### src/rtl/dsamp_sched.sv
`default_nettype none
// ============================================================================
// Module   : dsamp_sched
// Purpose  : Frame/line scheduler for the downsample datapath. Decimates the
//            input pixel stream into write strobes for the horizontal line
//            FIFO, then sequences one read burst per output line with output
//            frame timing (vsync pulse, href per line). The decimation factor
//            is sampled once per frame on the rising edge of in_vsync.
// Ports    : dsamp_clk, dsamp_rst_n (async, active low)
//            cfg_factor   - decimation shift 0..3 (1:1 .. 8:1, both axes)
//            in_vsync     - input frame sync, rising edge = frame start
//            in_href      - input line valid, one pixel per cycle
//            fifo_count   - line FIFO occupancy
//            fifo_full    - line FIFO full
//            wr_en        - FIFO write strobe (combinational, pixel-aligned)
//            rd_en        - FIFO read strobe (registered)
//            fifo_flush   - one-cycle FIFO clear on frame abort (registered)
//            out_vsync    - output frame sync (registered)
//            out_href     - output pixel valid, aligned to FIFO read data
//            frame_done   - one-cycle pulse after the last output line
//            ovf_err      - sticky dropped-pixel flag
// Options  : DSAMP_SCHED_OVF_EN - builds the ovf_err detector; when undefined
//            ovf_err is tied low.
// Revision : 1.0 - initial release
// ============================================================================
module dsamp_sched #(
    parameter int LINE_WIDTH  = 1280,
    parameter int FRAME_LINES = 720,
    parameter int CNT_W       = 12,
    parameter int VS_LEN      = 4,
    parameter int H_GAP       = 8
) (
    input  logic             dsamp_clk,
    input  logic             dsamp_rst_n,
    input  logic [1:0]       cfg_factor,
    input  logic             in_vsync,
    input  logic             in_href,
    input  logic [CNT_W-1:0] fifo_count,
    input  logic             fifo_full,
    output logic             wr_en,
    output logic             rd_en,
    output logic             fifo_flush,
    output logic             out_vsync,
    output logic             out_href,
    output logic             frame_done,
    output logic             ovf_err
);

    localparam logic [CNT_W-1:0] c_line_w   = CNT_W'(LINE_WIDTH);
    localparam logic [CNT_W-1:0] c_frame_h  = CNT_W'(FRAME_LINES);
    localparam logic [CNT_W-1:0] c_vs_last  = CNT_W'(VS_LEN - 1);
    localparam logic [CNT_W-1:0] c_gap_last = CNT_W'(H_GAP - 1);
    localparam logic [CNT_W-1:0] c_one      = CNT_W'(1);

    typedef enum logic [2:0] {
        ST_IDLE  = 3'd0,
        ST_VSYNC = 3'd1,
        ST_WAIT  = 3'd2,
        ST_BURST = 3'd3,
        ST_GAP   = 3'd4
    } state_t;

    // ------------------------------------------------------------------
    // Input edge detection
    // ------------------------------------------------------------------
    logic r_vsync_d;
    logic r_href_d;
    logic w_vsync_rise;
    logic w_href_fall;

    assign w_vsync_rise = in_vsync & ~r_vsync_d;
    assign w_href_fall  = ~in_href & r_href_d;

    // ------------------------------------------------------------------
    // Per-frame configuration and input-side pixel position
    // ------------------------------------------------------------------
    logic [1:0]       r_f;
    logic [CNT_W-1:0] r_out_w;
    logic [CNT_W-1:0] r_out_h;
    logic [CNT_W-1:0] r_col;
    logic [CNT_W-1:0] r_row;
    logic [CNT_W-1:0] w_mask;
    logic             w_keep;

    always_ff @(posedge dsamp_clk or negedge dsamp_rst_n) begin
        if (!dsamp_rst_n) begin
            r_vsync_d <= 1'b0;
            r_href_d  <= 1'b0;
            r_f       <= 2'd0;
            r_out_w   <= '0;
            r_out_h   <= '0;
            r_col     <= '0;
            r_row     <= '0;
        end else begin
            r_vsync_d <= in_vsync;
            r_href_d  <= in_href;
            if (w_vsync_rise) begin
                // Factor is frozen for the whole frame from this point.
                r_f     <= cfg_factor;
                r_out_w <= c_line_w >> cfg_factor;
                r_out_h <= c_frame_h >> cfg_factor;
                r_col   <= '0;
                r_row   <= '0;
            end else begin
                r_col <= in_href ? (r_col + c_one) : '0;
                if (w_href_fall) begin
                    r_row <= r_row + c_one;
                end
            end
        end
    end

    // Keep the last pixel of every 2^f column group on the first row of
    // every 2^f row group; with f=0 the mask is empty and every pixel is kept.
    assign w_mask = (c_one << r_f) - c_one;
    assign w_keep = ((r_row & w_mask) == '0) && ((r_col & w_mask) == w_mask);
    assign wr_en  = in_href & w_keep & ~fifo_full;

    // ------------------------------------------------------------------
    // Read sequencer
    // ------------------------------------------------------------------
    state_t           r_state;
    state_t           w_state_nxt;
    logic [CNT_W-1:0] r_cnt;
    logic [CNT_W-1:0] w_cnt_nxt;
    logic [CNT_W-1:0] r_line;
    logic [CNT_W-1:0] w_line_nxt;
    logic             w_done_nxt;
    logic             w_abort;

    always_ff @(posedge dsamp_clk or negedge dsamp_rst_n) begin
        if (!dsamp_rst_n) begin
            r_state <= ST_IDLE;
            r_cnt   <= '0;
            r_line  <= '0;
        end else begin
            r_state <= w_state_nxt;
            r_cnt   <= w_cnt_nxt;
            r_line  <= w_line_nxt;
        end
    end

    always_comb begin
        w_state_nxt = r_state;
        w_cnt_nxt   = r_cnt;
        w_line_nxt  = r_line;
        w_done_nxt  = 1'b0;
        w_abort     = 1'b0;
        if (w_vsync_rise) begin
            // A new frame start always wins; outside IDLE it aborts the
            // frame in flight and suppresses its frame_done.
            w_state_nxt = ST_VSYNC;
            w_cnt_nxt   = '0;
            w_line_nxt  = '0;
            w_abort     = (r_state != ST_IDLE);
        end else begin
            case (r_state)
                ST_IDLE: begin
                end
                ST_VSYNC: begin
                    if (r_cnt == c_vs_last) begin
                        w_state_nxt = ST_WAIT;
                        w_cnt_nxt   = '0;
                    end else begin
                        w_cnt_nxt = r_cnt + c_one;
                    end
                end
                ST_WAIT: begin
                    if (fifo_count >= r_out_w) begin
                        w_state_nxt = ST_BURST;
                        w_cnt_nxt   = '0;
                    end
                end
                ST_BURST: begin
                    if (r_cnt == (r_out_w - c_one)) begin
                        w_cnt_nxt  = '0;
                        w_line_nxt = r_line + c_one;
                        if ((r_line + c_one) == r_out_h) begin
                            w_state_nxt = ST_IDLE;
                            w_done_nxt  = 1'b1;
                        end else begin
                            w_state_nxt = ST_GAP;
                        end
                    end else begin
                        w_cnt_nxt = r_cnt + c_one;
                    end
                end
                ST_GAP: begin
                    if (r_cnt == c_gap_last) begin
                        w_state_nxt = ST_WAIT;
                        w_cnt_nxt   = '0;
                    end else begin
                        w_cnt_nxt = r_cnt + c_one;
                    end
                end
                default: begin
                    w_state_nxt = ST_IDLE;
                    w_cnt_nxt   = '0;
                end
            endcase
        end
    end

    // ------------------------------------------------------------------
    // Registered outputs. rd_en follows the next-state so it is high in
    // exactly the BURST cycles; out_vsync follows the current state, which
    // places it two cycles after the in_vsync rising edge.
    // ------------------------------------------------------------------
    logic r_rd_en;
    logic r_flush;
    logic r_out_vsync;
    logic r_out_href;
    logic r_frame_done;

    always_ff @(posedge dsamp_clk or negedge dsamp_rst_n) begin
        if (!dsamp_rst_n) begin
            r_rd_en      <= 1'b0;
            r_flush      <= 1'b0;
            r_out_vsync  <= 1'b0;
            r_out_href   <= 1'b0;
            r_frame_done <= 1'b0;
        end else begin
            r_rd_en      <= (w_state_nxt == ST_BURST);
            r_flush      <= w_abort;
            r_out_vsync  <= (r_state == ST_VSYNC);
            r_out_href   <= r_rd_en;   // FIFO read data arrives one cycle later
            r_frame_done <= w_done_nxt;
        end
    end

    assign rd_en      = r_rd_en;
    assign fifo_flush = r_flush;
    assign out_vsync  = r_out_vsync;
    assign out_href   = r_out_href;
    assign frame_done = r_frame_done;

    // ------------------------------------------------------------------
    // Dropped-pixel detection
    // ------------------------------------------------------------------
`ifdef DSAMP_SCHED_OVF_EN
    logic r_ovf;

    always_ff @(posedge dsamp_clk or negedge dsamp_rst_n) begin
        if (!dsamp_rst_n) begin
            r_ovf <= 1'b0;
        end else if (w_vsync_rise) begin
            r_ovf <= 1'b0;
        end else if (in_href & w_keep & fifo_full) begin
            r_ovf <= 1'b1;
        end
    end

    assign ovf_err = r_ovf;
`else
    assign ovf_err = 1'b0;
`endif

endmodule

`default_nettype wire
### config.mk
export PLATFORM = sky130hd
export DESIGN_NAME = dsamp_sched
export DESIGN_NICKNAME = d
export VERILOG_FILES = /design/src/rtl/dsamp_sched.sv
export SDC_FILE = /design/constraint.sdc
export NUM_CORES = 1
export LEC_CHECK = 0
export CAP_MARGIN = 10
export CORE_ASPECT_RATIO = 1.2
export CORE_MARGIN = 2
export CORE_UTILIZATION = 55
export DETAILED_ROUTE_END_ITERATION = 8
export PLACE_DENSITY = 0.76
export SLEW_MARGIN = 20
export SYNTH_ARGS = -nofsm -noshare
export SYNTH_HDL_FRONTEND = slang
export SYNTH_SLANG_ARGS = --single-unit
### constraint.sdc
create_clock -name dsamp_clk -period 6.06 [get_ports dsamp_clk]
set_input_delay 0.909 -clock dsamp_clk [delete_from_list [all_inputs] [get_ports dsamp_clk]]
set_output_delay 0.909 -clock dsamp_clk [all_outputs]
set_load 0.02 [all_outputs]
# After elaboration in Yosys (flattened, before gate mapping)
# Cells that the tools add are included.
# word_totals
wordCells	80
inputBits	19
n_memories	0
out_inout_bits	7
ramBits	0
latch_bits	0
regBits	84
mem_bits_ro	0
# classes
addsub	6
multipliers	0
eq_ne	12
n_lt_le_gt_ge	1
n_reduce_logical	9
shifts	3
div	0
n_bitwise	9
n_mux	25
# op_table
cell	count
2-to-1 mux 12 bit	12
case mux 12 bit (5 select lines)	1
adder 12 x 1 -> 12 bit, second input constant	4
equality test 12 bit	3
AND 12 bit	2
subtractor 12 x 1 -> 12 bit, second input constant	2
2-to-1 mux 3 bit	6
case mux 3 bit (5 select lines)	1
equality test 12 x 2 -> 1 bit, second input constant	1
equality test 12 x 3 -> 1 bit, second input constant	1
greater-or-equal comparator 12 bit	1
logical NOT 12 bit	1
left shift 1 x 2 -> 12 bit, first input constant	1
right shift 10 x 2 -> 12 bit, first input constant	1
right shift 11 x 2 -> 12 bit, first input constant	1
equality test 3 x 2 -> 1 bit, second input constant	3
nonzero test 2 bit	3
2-to-1 mux 1 bit	5
AND 1 bit	4
AND reduction 2 bit	2
equality test 3 x 1 -> 1 bit, second input constant	1
equality test 3 bit, second input constant	1
logical NOT 3 bit	1
!= test 3 bit, second input constant	1
4 further kinds	6

# Logic depth before layout (Yosys ltp)
# Gate-level depths: netlist of run 1.
# logic_depth
word_depth	7
depth_mapped	9
ltp_nobuf	8

# Worst setup path after synthesis of run 1
# No wires, ideal clock.
# synth_path
path_type	register to output
start	reg r_f[0]
end	out wr_en
path_slack_ns	2.868
arrival_time_ns	2.283
path_buffers	1
path_stages_with_launch	7
t_required_ns	5.151
cell_sequence	dfrtp_1 -> buf_2 -> or2_2 -> ha_1 -> a21oi_1 -> a31oi_1 -> a2111oi_0
# synth_between
elab_chain_len	7
elab_cells_between_ends	9
classes_between	1 x add/sub; 1 x eq/ne; 1 x shift; 4 x bitwise; 2 x reduce/logical
# synth_rtl
item	line	source
from (decl)	77	logic [1:0] r_f;
from (signal assigned)	99	r_f <= cfg_factor;
left shift 1 x 2 -> 12 bit *	115	assign w_mask = (c_one << r_f) - c_one;
subtractor 12 x 1 -> 12 bit *	115	
AND 12 bit	116	assign w_keep = ((r_row & w_mask) == '0) && ((r_col & w_mask) == w_mask);
equality test 12 bit / logical NOT 12 bit (equally long branches)	116	
logical AND 1 bit *	116	
AND 1 bit * (2 in a row)	117	assign wr_en = in_href & w_keep & ~fifo_full;
to (decl)	40	output logic wr_en,
# Every way passes the cells marked *; elsewhere a longest branch is shown, timed or not.

# Worst setup path in the final report of run 1
# Same ends and word-level chain as after synthesis.

==> results of run 1 <==
## cell usage after synthesis (4+ instances only)
master / instances
clkbuf_1: 14
nand3_1: 14
o211ai_1: 4
nand2b_1: 6
mux2i_1: 4
or3_1: 8
nand4_1: 6
xor2_1: 17
a22oi_1: 5
dfrtp_1: 66
nand2_1: 45
nor2_1: 47
and3_1: 8
ha_1: 18
buf_2: 6
o21ai_0: 22
a21oi_1: 25
nor4_1: 4
xnor2_1: 25
a21o_1: 8
or2_2: 5
a211oi_1: 4
nor3_1: 8
inv_1: 18
## metal layers
metal / share of wire, % / global-route usage [%]
met1: 45 / 28.2
met5: 0 / 0
met2: 50 / 34.6
met3: 3.5 / 4.81
met4: 1.6 / 7.31
## registers in the layout, indices dropped and copies added, names as in the netlist
register,cells
r_href_d,1
r_out_h,3
r_cnt,12
r_out_w,5
r_state,3
rd_en,1
r_line,12
frame_done,1
r_col,11
r_row,11
r_vsync_d,1
out_vsync,1
out_href,1
r_f,2
fifo_flush,1
## placed cells by master, fill, tap and decap left out, types with 2 or more instances in the layout
cell | netlist | layout
dfrtp_1 | 66 | 66
nor2_1 | 47 | 47
nand2_1 | 45 | 45
xnor2_1 | 25 | 25
a21oi_1 | 25 | 25
o21ai_0 | 22 | 22
inv_1 | 18 | 18
ha_1 | 18 | 18
clkdlybuf4s50_1 | 0 | 18
xor2_1 | 17 | 17
nand3_1 | 14 | 14
clkbuf_8 | 0 | 9
nor3_1 | 8 | 8
and3_1 | 8 | 8
a21o_1 | 8 | 8
or3_1 | 8 | 8
nand2b_1 | 6 | 6
nand4_1 | 6 | 6
or2_2 | 5 | 5
a22oi_1 | 5 | 5
mux2i_1 | 4 | 4
nor4_1 | 4 | 4
o211ai_1 | 4 | 4
a211oi_1 | 4 | 4
clkinv_2 | 0 | 4
nand3b_1 | 3 | 3
and2_1 | 3 | 3
nor4b_1 | 3 | 3
a211o_1 | 3 | 3
a31o_2 | 3 | 3
a221o_1 | 3 | 3
buf_4 | 3 | 3
nor3b_1 | 2 | 2
o311ai_0 | 2 | 2
nand3_2 | 2 | 2
o31ai_1 | 2 | 2
## power by group
| group | internal [uW] | switching [uW] | total (uW) |
|---|---|---|---|
| clock network | 147 | 177 | 324 |
| registers | 479 | 53.8 | 533 |
| logic | 116 | 160 | 276 |
## worst max-delay path, stage by stage (launching register included)
cell,delay (ns)
dfrtp_1,0.54
or2_2,0.36
ha_1,0.19
a21oi_1,0.12
a31oi_1,0.05
a2111oi_0,0.44
clkdlybuf4s50_1,0.69
## final cells by class
cell class / instances / area, um2 / share of cell area [%]
clock buffers: 9 / 124 / 2.79
repair buffers: 22 / 208 / 4.68
inverters: 18 / 67.6 / 1.52
well taps: 90 / 113 / 2.54
multi-input cells: 336 / 2230 / 50.3
flip-flops and latches: 66 / 1650 / 37.2
clock inverters: 7 / 45.0 / 1.01
## cells by family after synthesis
kind of cell             Yosys count
other                              1
AO/OA/AOI/OAI                     94
XOR/XNOR                          42
buffers and inverters             44
multiplexers                       5
AND/OR/NAND/NOR                  176
flip-flops                        66
adder cells (fa/ha/maj)           18
## final timing paths
kind | startpoint | depth (start not counted) | slack (ns) | endpoint
max | r_f[0]$_DFFE_PN0P_ | 6 | 2.42 | wr_en
min | rd_en$_DFF_PN0_ | 0 | 0.40 | out_href$_DFF_PN0_
max reg2reg | r_out_w[5]$_DFFE_PN0P_ | 8 | 3.14 | r_line[10]$_DFFE_PN0P_
min reg2reg | rd_en$_DFF_PN0_ | 0 | 0.40 | out_href$_DFF_PN0_
max in group asynchronous | dsamp_rst_n | 2 | 4.79 | r_line[4]$_DFFE_PN0P_
min in group asynchronous | dsamp_rst_n | 2 | 0.71 | r_col[6]$_DFF_PN0_
## stage by stage
stage | power, uW | hold slack [ns]
finish | 1130 | 0.396
global placement | 807 | 0.365
floorplan | 735 | 0.465
global route | 1200 | 0.415
detailed placement | 819 | 0.394
CTS | 1140 | 0.410
==> flow_summary.json, run 1 <==
{
  "clock_skew_ns": 0.00848,
  "yosys.area_share.adder_pct": 5.53,
  "critical_path.max_fanout": 11,
  "final_period_minus_worst_setup_slack_ns": 3.64,
  "synth_area_um2": 4080,
  "synth_simple_gate_area_share_pct": 22.3,
  "routed_wire_length_per_instance_um": 14.7,
  "detailedRoute.firstPassIterationCount": 4,
  "critical_path_class": "reg2out",
  "synth-async-reset-ratio_pct": 100,
  "grt_use_total_pct": 21.4,
  "io_port_bufs": 19,
  "fp.dieArea_um2": 8120,
  "cts.sink_count": 66,
  "cp-end-kind": "primary output",
  "sum_of_negative_setup_slack_ns": 0,
  "status": "finished, final reports clean",
  "yosysWarnings": 0,
  "p_leak_uw": 0.00188,
  "mean_post_synth_cell_area_um2": 9.14,
  "floorplan.die.height_um": 98.3,
  "register_bit_count_reported_by_yosys": 66,
  "synth_top_family_by_area": "simple AND/OR/NAND/NOR gates",
  "route.final.wire_length_um": 8050,
  "synthTopCellsByArea": "dfrtp_1 41%, ha_1 5.5%, xnor2_1 5.4%",
  "drt-initial-drc-count": 171,
  "path_clk_slew_ns": 0.07,
  "syn_inst": 446,
  "global_route.overflow_total": 0,
  "final_core_utilization_pct": 61.4,
  "hold_violations": 0,
  "dpl.cell_count": 532,
  "clk-insertion-delay-late_ns": 0.35,
  "area_fraction_of_the_dominant_cell_type_after_synthesis_pct": 40.5,
  "ys.flop_type": "dfrtp_1",
  "slew_headroom_pct": 45.5,
  "period_share_pct": 60.1,
  "cts_tree": "built",
  "crit_arrival_ns": 2.73,
  "placement.cell_area_um2": 4270,
  "layout_cells_sized_above_1_pct": 9.17,
  "design.final.nets": 490,
  "grt_pass1_vias": 3001,
  "slew_violations": 0,
  "cts-buffers-inserted": 9,
  "synth_fp_nets": 483,
  "worstHoldPathType": "reg2reg",
  "layout_setup_ws_ns": 2.42,
  "root_buffer": "clkbuf_8",
  "grt_max_degree": 67,
  "post_cts.repair.setup_buffers": 0,
  "cts-hold-fix-buffers": 0,
  "netlist-cell-type-count": 64,
  "fillCellCount": 630,
  "via_count": 3160,
  "ir_drop_mv": 0.187,
  "ant_nets": 0,
  "rsz0062_at_grt": "false",
  "power_per_cell_area_nw_per_um2": 255,
  "synth_xor_area_share_pct": 9.03,
  "worst_pin_slew_ns": 0.818,
  "final_area_um2": 4440,
  "vias_per_cell": 5.77,
  "setup_failing_eps_final": 0,
  "synth-compound-area-share_pct": 16.5,
  "fin_cells": 548,
  "synth_edf_count": 0,
  "rows": 34,
  "n_antenna_cell": 0,
  "clk_path_buf_depth": 2,
  "ios": 26,
  "cts_resized": 0,
  "timing.max_cap.violations": 0,
  "cts_max_level": 3,
  "synthDominantAreaCellType": "dfrtp_1",
  "place_ws_ns": 2.45,
  "die-width_um": 82.6,
  "drcViolationCount": 0,
  "crit_path_start_kind": "flop",
  "area.growth.synth_to_final_pct": 9.00,
  "synth.mux.area_fraction_pct": 1.26,
  "synth-seq-area-share_pct": 40.5,
  "core_area_um2": 7230,
  "first_pass_grt_wire_length_um": 13500,
  "place_congestion": 0.842,
  "initial_core_util_pct": 56.3,
  "fmax_mhz": 275,
  "antenna_violations_before_repair": 0,
  "place.detailed.hpwl_um": 5670,
  "crit_required_ns": 5.15
}
Power figures use the tool's default switching activity.
==> inputs of run 2 (changes only) <==
Clock period 6.06 ns to 3.8 ns, I/O delays scaled along.
==> flow_summary.json, run 2 (synthesis gave the netlist of run 1 again) <==
{
  "ir_drop_mv": 0.335,
  "clk-insertion-delay-late_ns": 0.34,
  "most-common-layout-cells": "66 x dfrtp_1, 47 x nor2_1, 45 x nand2_1",
  "drt-initial-drc-count": 150,
  "core_area_um2": 7230,
  "startpoint_of_the_lowest_slack_register_to_register_path": "r_out_w[5]$_DFFE_PN0P_",
  "crit_path_start_kind": "flop",
  "place.detailed.hpwl_um": 5870,
  "worst_setup_path_startpoint": "r_row[4]$_DFFE_PN0P_",
  "clock_skew_ns": 0.00851,
  "regToRegSetupSlack_ns": 1.13,
  "grt_use_total_pct": 22.9,
  "biggestRegsByFlops": "r_cnt x12, r_line x12",
  "area.growth.synth_to_final_pct": 10.3,
  "cts-hold-fix-buffers": 0,
  "antenna_violations_before_repair": 0,
  "internal-power_uw": 1270,
  "io_port_bufs": 19,
  "r2r_cells": 8,
  "fmax_mhz": 317,
  "worst_pin_slew_ns": 0.824,
  "place_ws_ns": 0.898,
  "first_pass_grt_wire_length_um": 14400,
  "route.final.wire_length_um": 8240,
  "path_clk_slew_ns": 0.07,
  "design.final.nets": 492,
  "cts_resized": 0,
  "post_cts.repair.setup_buffers": 0,
  "layout_cells_sized_above_1_pct": 9.57,
  "most_common_cell_after_layout_fill_and_taps_aside": "dfrtp_1",
  "worst_path_dominant_cell_family": "buffers and inverters",
  "cts_tree": "built",
  "seq_power_share_pct": 44.6,
  "grt_max_degree": 46,
  "floorplan.die.height_um": 98.3,
  "fp.dieArea_um2": 8120,
  "rows": 34,
  "routed_wire_length_per_instance_um": 15.0,
  "cp_slowest_cell": "clkdlybuf4s50_1",
  "rsz0062_at_grt": "false",
  "fillCellCount": 613,
  "timing.max_cap.violations": 0,
  "sum_of_negative_setup_slack_ns": 0,
  "critical_path_buf_inv_count": 1,
  "critical_path.max_stage_delay_ns": 0.69,
  "cts.sink_count": 66,
  "vias_per_cell": 5.84,
  "initial_core_util_pct": 56.3,
  "root_buffer": "clkbuf_8",
  "p_leak_uw": 0.00191,
  "power.combinational.fraction_pct": 23.6,
  "grt_pass1_vias": 3181,
  "ios": 26,
  "die-width_um": 82.6,
  "reg2reg_to": "r_cnt[3]$_DFFE_PN0P_",
  "ant_nets": 0,
  "worstHoldPathType": "in2async",
  "crit_arrival_ns": 2.59,
  "global_route.overflow_total": 0,
  "period_share_pct": 83.1,
  "clk_path_buf_depth": 2,
  "critical_path_class": "reg2out",
  "power.share.clock_pct": 31.8,
  "slew_headroom_pct": 45.1,
  "worst_setup_path_endpoint": "wr_en",
  "hold_violations": 0,
  "final_area_um2": 4490,
  "placement.cell_area_um2": 4290,
  "finalPower_uw": 1900,
  "sw_frac_of_total_pct": 32.9,
  "power.switching_uw": 625,
  "detailedRoute.firstPassIterationCount": 4,
  "critical_path.cell_chain": "nor4b_1 > nand4bb_1 > a21oi_1 > a31oi_1 > a2111oi_0 > clkdlybuf4s50_1",
  "power_per_cell_area_nw_per_um2": 422,
  "setup_failing_eps_final": 0,
  "place_congestion": 0.842,
  "drcViolationCount": 0,
  "status": "finished, final reports clean",
  "layout_setup_ws_ns": 0.643,
  "final_period_minus_worst_setup_slack_ns": 3.16,
  "slew_violations": 0,
  "worst-path-stages": 6,
  "via_count": 3211,
  "cts-buffers-inserted": 9,
  "critical_path.max_fanout": 5,
  "crit_required_ns": 3.23,
  "hold_ws_ns": 0.216,
  "cp-end-kind": "primary output",
  "cts_max_level": 3,
  "n_antenna_cell": 0
}
-- run 2: changes by cell type in the layout (fill, tap and decap cells not counted), sizes merged --
cell    before  now
clkbuf       9   10
bufinv       0    1
clkinv       5    3
buf          4    6
-- run 2: final cells by class --
class	instances	area (um2)	share of cell area, %
Sequential cell	66	1650	36.8
Tap cell	90	113	2.51
Inverter	18	67.6	1.50
Clock buffer	10	138	3.06
Multi-Input combinational cell	336	2230	49.7
Timing Repair Buffer	24	225	5.01
Clock inverter	6	65.1	1.45
-- run 2: power by group through the flow --
stage | combinational, uW | clock, uW | sequential [uW]
floorplan | 340 | 0 | 832
global placement | 437 | 0 | 855
detailed placement | 449 | 0 | 859
CTS | 450 | 619 | 846
finish | 448 | 603 | 847
global route | 506 | 653 | 859
-- run 2: through the flow --
stage,utilization (%),cells
6_report,62.1,550
3_3_place_gp,59.3,534
3_5_place_dp,59.3,534
2_1_floorplan,-,446
4_1_cts,62.1,550
5_1_grt,62.1,550
-- run 2: how the worst min path moves through the flow --
stage	startpoint	end	slack, ns	cells after the start
floorplan	dsamp_rst_n	fifo_flush$_DFF_PN0_	0.27	0
global placement	rd_en$_DFF_PN0_	out_href$_DFF_PN0_	0.36	0
detailed placement	rd_en$_DFF_PN0_	out_href$_DFF_PN0_	0.37	0
CTS	rd_en$_DFF_PN0_	out_href$_DFF_PN0_	0.39	0
global route	dsamp_rst_n	r_col[6]$_DFF_PN0_	0.25	1
finish	dsamp_rst_n	r_col[4]$_DFF_PN0_	0.22	1
-- run 2: per-layer routing --
layer / GRT usage [%] / part of all wire, %
met5: 0 / 0
met1: 29.7 / 45
met3: 4.90 / 3.8
met2: 37.2 / 49
met4: 8.20 / 1.9
==> inputs of run 3 (changes only) <==
Settings changed: CORE_UTILIZATION 55 to 54, PLACE_DENSITY 0.76 to 0.78.
Clock period 3.8 ns to 2.9 ns, I/O delays scaled along.
==> flow_summary.json, run 3 (synthesis gave the netlist of run 1 again) <==
{
  "drcViolationCount": 0,
  "worstHoldPathType": "in2async",
  "grt_max_degree": 67,
  "grt_pass1_vias": 3231,
  "globalRouteMet2Util_pct": 38.2,
  "clock_skew_ns": 0.0137,
  "dpl.cell_count": 535,
  "antenna_violations_before_repair": 0,
  "power_per_cell_area_nw_per_um2": 565,
  "cts_tree": "built",
  "ios": 26,
  "grt_use_met3_pct": 3.15,
  "status": "finished, final reports clean",
  "root_buffer": "clkbuf_8",
  "most-common-layout-cells": "66 x dfrtp_1, 47 x nor2_1, 45 x nand2_1",
  "timing.max_cap.violations": 0,
  "global_route.overflow_total": 0,
  "first_pass_grt_wire_length_um": 14700,
  "detailedRoute.firstPassIterationCount": 4,
  "setup_failing_eps_final": 0,
  "sum_of_negative_setup_slack_ns": 0,
  "routed_wire_length_per_instance_um": 15.0,
  "place.detailed.hpwl_um": 5930,
  "crit_path_start_kind": "flop",
  "fp.dieArea_um2": 8260,
  "ant_nets": 0,
  "fin_cells": 553,
  "crit_arrival_ns": 2.24,
  "fmax_mhz": 374,
  "cp-end-kind": "primary output",
  "drt-initial-drc-count": 212,
  "rsz0062_at_grt": "false",
  "ir_drop_mv": 0.460,
  "slew_violations": 0,
  "final_area_um2": 4530,
  "register_area_um2": 1650,
  "hold_violations": 0,
  "initial_core_util_pct": 56.0,
  "regToRegSetupSlack_ns": 0.25,
  "place_congestion": 0.884,
  "die-width_um": 83.3,
  "period_share_pct": 92.1,
  "n_antenna_cell": 0,
  "power.share.clock_pct": 33.3,
  "area.growth.synth_to_final_pct": 11.2,
  "power.switching_uw": 819,
  "design.final.nets": 496,
  "worst_pin_slew_ns": 0.842,
  "grt_busiest_layer": "met2",
  "p_leak_uw": 0.00193,
  "multi_input_area_um2": 2230,
  "cts_max_level": 3,
  "sw_frac_of_total_pct": 32.0,
  "placement.cell_area_um2": 4300,
  "critical_path.max_fanout": 5,
  "rows": 34,
  "power.combinational.fraction_pct": 23.3,
  "clk-insertion-delay-late_ns": 0.35,
  "core_area_um2": 7270,
  "vias_per_cell": 5.80,
  "path_clk_slew_ns": 0.08,
  "slew_headroom_pct": 43.9,
  "grt_use_total_pct": 21.8,
  "layout_cells_sized_above_1_pct": 10.2,
  "critical_path_class": "reg2out",
  "most_common_cell_after_layout_fill_and_taps_aside": "dfrtp_1",
  "cts-buffers-inserted": 9,
  "floorplan.die.height_um": 99.2,
  "fillCellCount": 607,
  "crit_required_ns": 2.47,
  "via_count": 3207,
  "io_port_bufs": 19,
  "r2r_cells": 9,
  "seq_power_share_pct": 43.3,
  "biggestRegsByFlops": "r_cnt x12, r_line x12",
  "internal-power_uw": 1740,
  "final_period_minus_worst_setup_slack_ns": 2.67,
  "met1_global_route_usage_pct": 27.7,
  "cts.sink_count": 66,
  "clk_path_buf_depth": 2,
  "route.final.wire_length_um": 8280
}
[run 3: cell types whose count changed in the layout (fill, tap and decap cells not counted)]
| cell | change |
|---|---|
| buf_4 | +3 |
| clkinv_2 | -2 |
| buf_2 | +1 |
| bufinv_16 | +1 |
| clkbuf_8 | -1 |
| clkdlybuf4s50_1 | -1 |
| clkinv_4 | +1 |
| clkinvlp_4 | +1 |
| dlygate4sd2_1 | +1 |
| inv_6 | -1 |
[run 3: final timing paths]
check | start | end
worst min-delay path | dsamp_rst_n | r_col[3]$_DFF_PN0_
min in group dsamp_clk | rd_en$_DFF_PN0_ | out_href$_DFF_PN0_
worst max register to register | r_out_w[5]$_DFFE_PN0P_ | r_cnt[8]$_DFFE_PN0P_
worst max-delay path | r_row[4]$_DFFE_PN0P_ | wr_en
max in group asynchronous | dsamp_rst_n | r_cnt[4]$_DFFE_PN0P_
worst min register to register | rd_en$_DFF_PN0_ | out_href$_DFF_PN0_
[run 3: worst max-delay path, stage by stage (launching register included)]
cell and delay (ns):
dfrtp_1 0.44, nor4b_1 0.32, nand4bb_1 0.13, a21oi_1 0.17, a31oi_1 0.07, a2111oi_0 0.36, dlygate4sd2_1 0.39
[run 3: area by class of cell]
cell class | instances | area share, %
Multi-Input combinational cell | 336 | 49.3
Sequential cell | 66 | 36.4
Timing Repair Buffer | 28 | 5.55
Clock buffer | 9 | 2.73
Tap cell | 90 | 2.48
Clock inverter | 6 | 2.04
Inverter | 18 | 1.49
[run 3: what timing repair did]
action | 4_1_cts | 5_1_grt
hold buffers | 0 | 0
gates cloned | 0 | 0
resized for setup | 1 | 0
setup endpoints to repair | 1 | 1
pin swaps | 0 | 1
setup buffers | 0 | 3
[run 3: routing by layer]
metal | wire length (um) | part of all wire [%]
met1 | 3710 | 45
met2 | 4220 | 51
met3 | 245 | 3.0
met4 | 110 | 1.3
met5 | 0 | 0
[run 3: power by group through the flow]
| stage | clock, uW | sequential [uW] | combinational, uW |
|---|---|---|---|
| final | 853 | 1110 | 597 |
| after global routing | 906 | 1120 | 677 |
| after CTS | 862 | 1110 | 587 |
| after detailed placement | 0 | 1120 | 587 |
| after global placement | 0 | 1120 | 565 |
| after floorplan | 0 | 1090 | 446 |
[run 3: stage by stage]
stage / setup slack (ns) / utilization [%] / hold WS (ns) / total power [uW]
after floorplan: 0.182 / - / 0.139 / 1540
after global placement: 0.212 / 59.0 / 0.364 / 1690
after detailed placement: 0.177 / 59.0 / 0.362 / 1710
after CTS: 0.178 / 62.0 / 0.299 / 2560
after global routing: 0.00821 / 62.3 / 0.361 / 2710
final: 0.229 / 62.3 / 0.250 / 2560
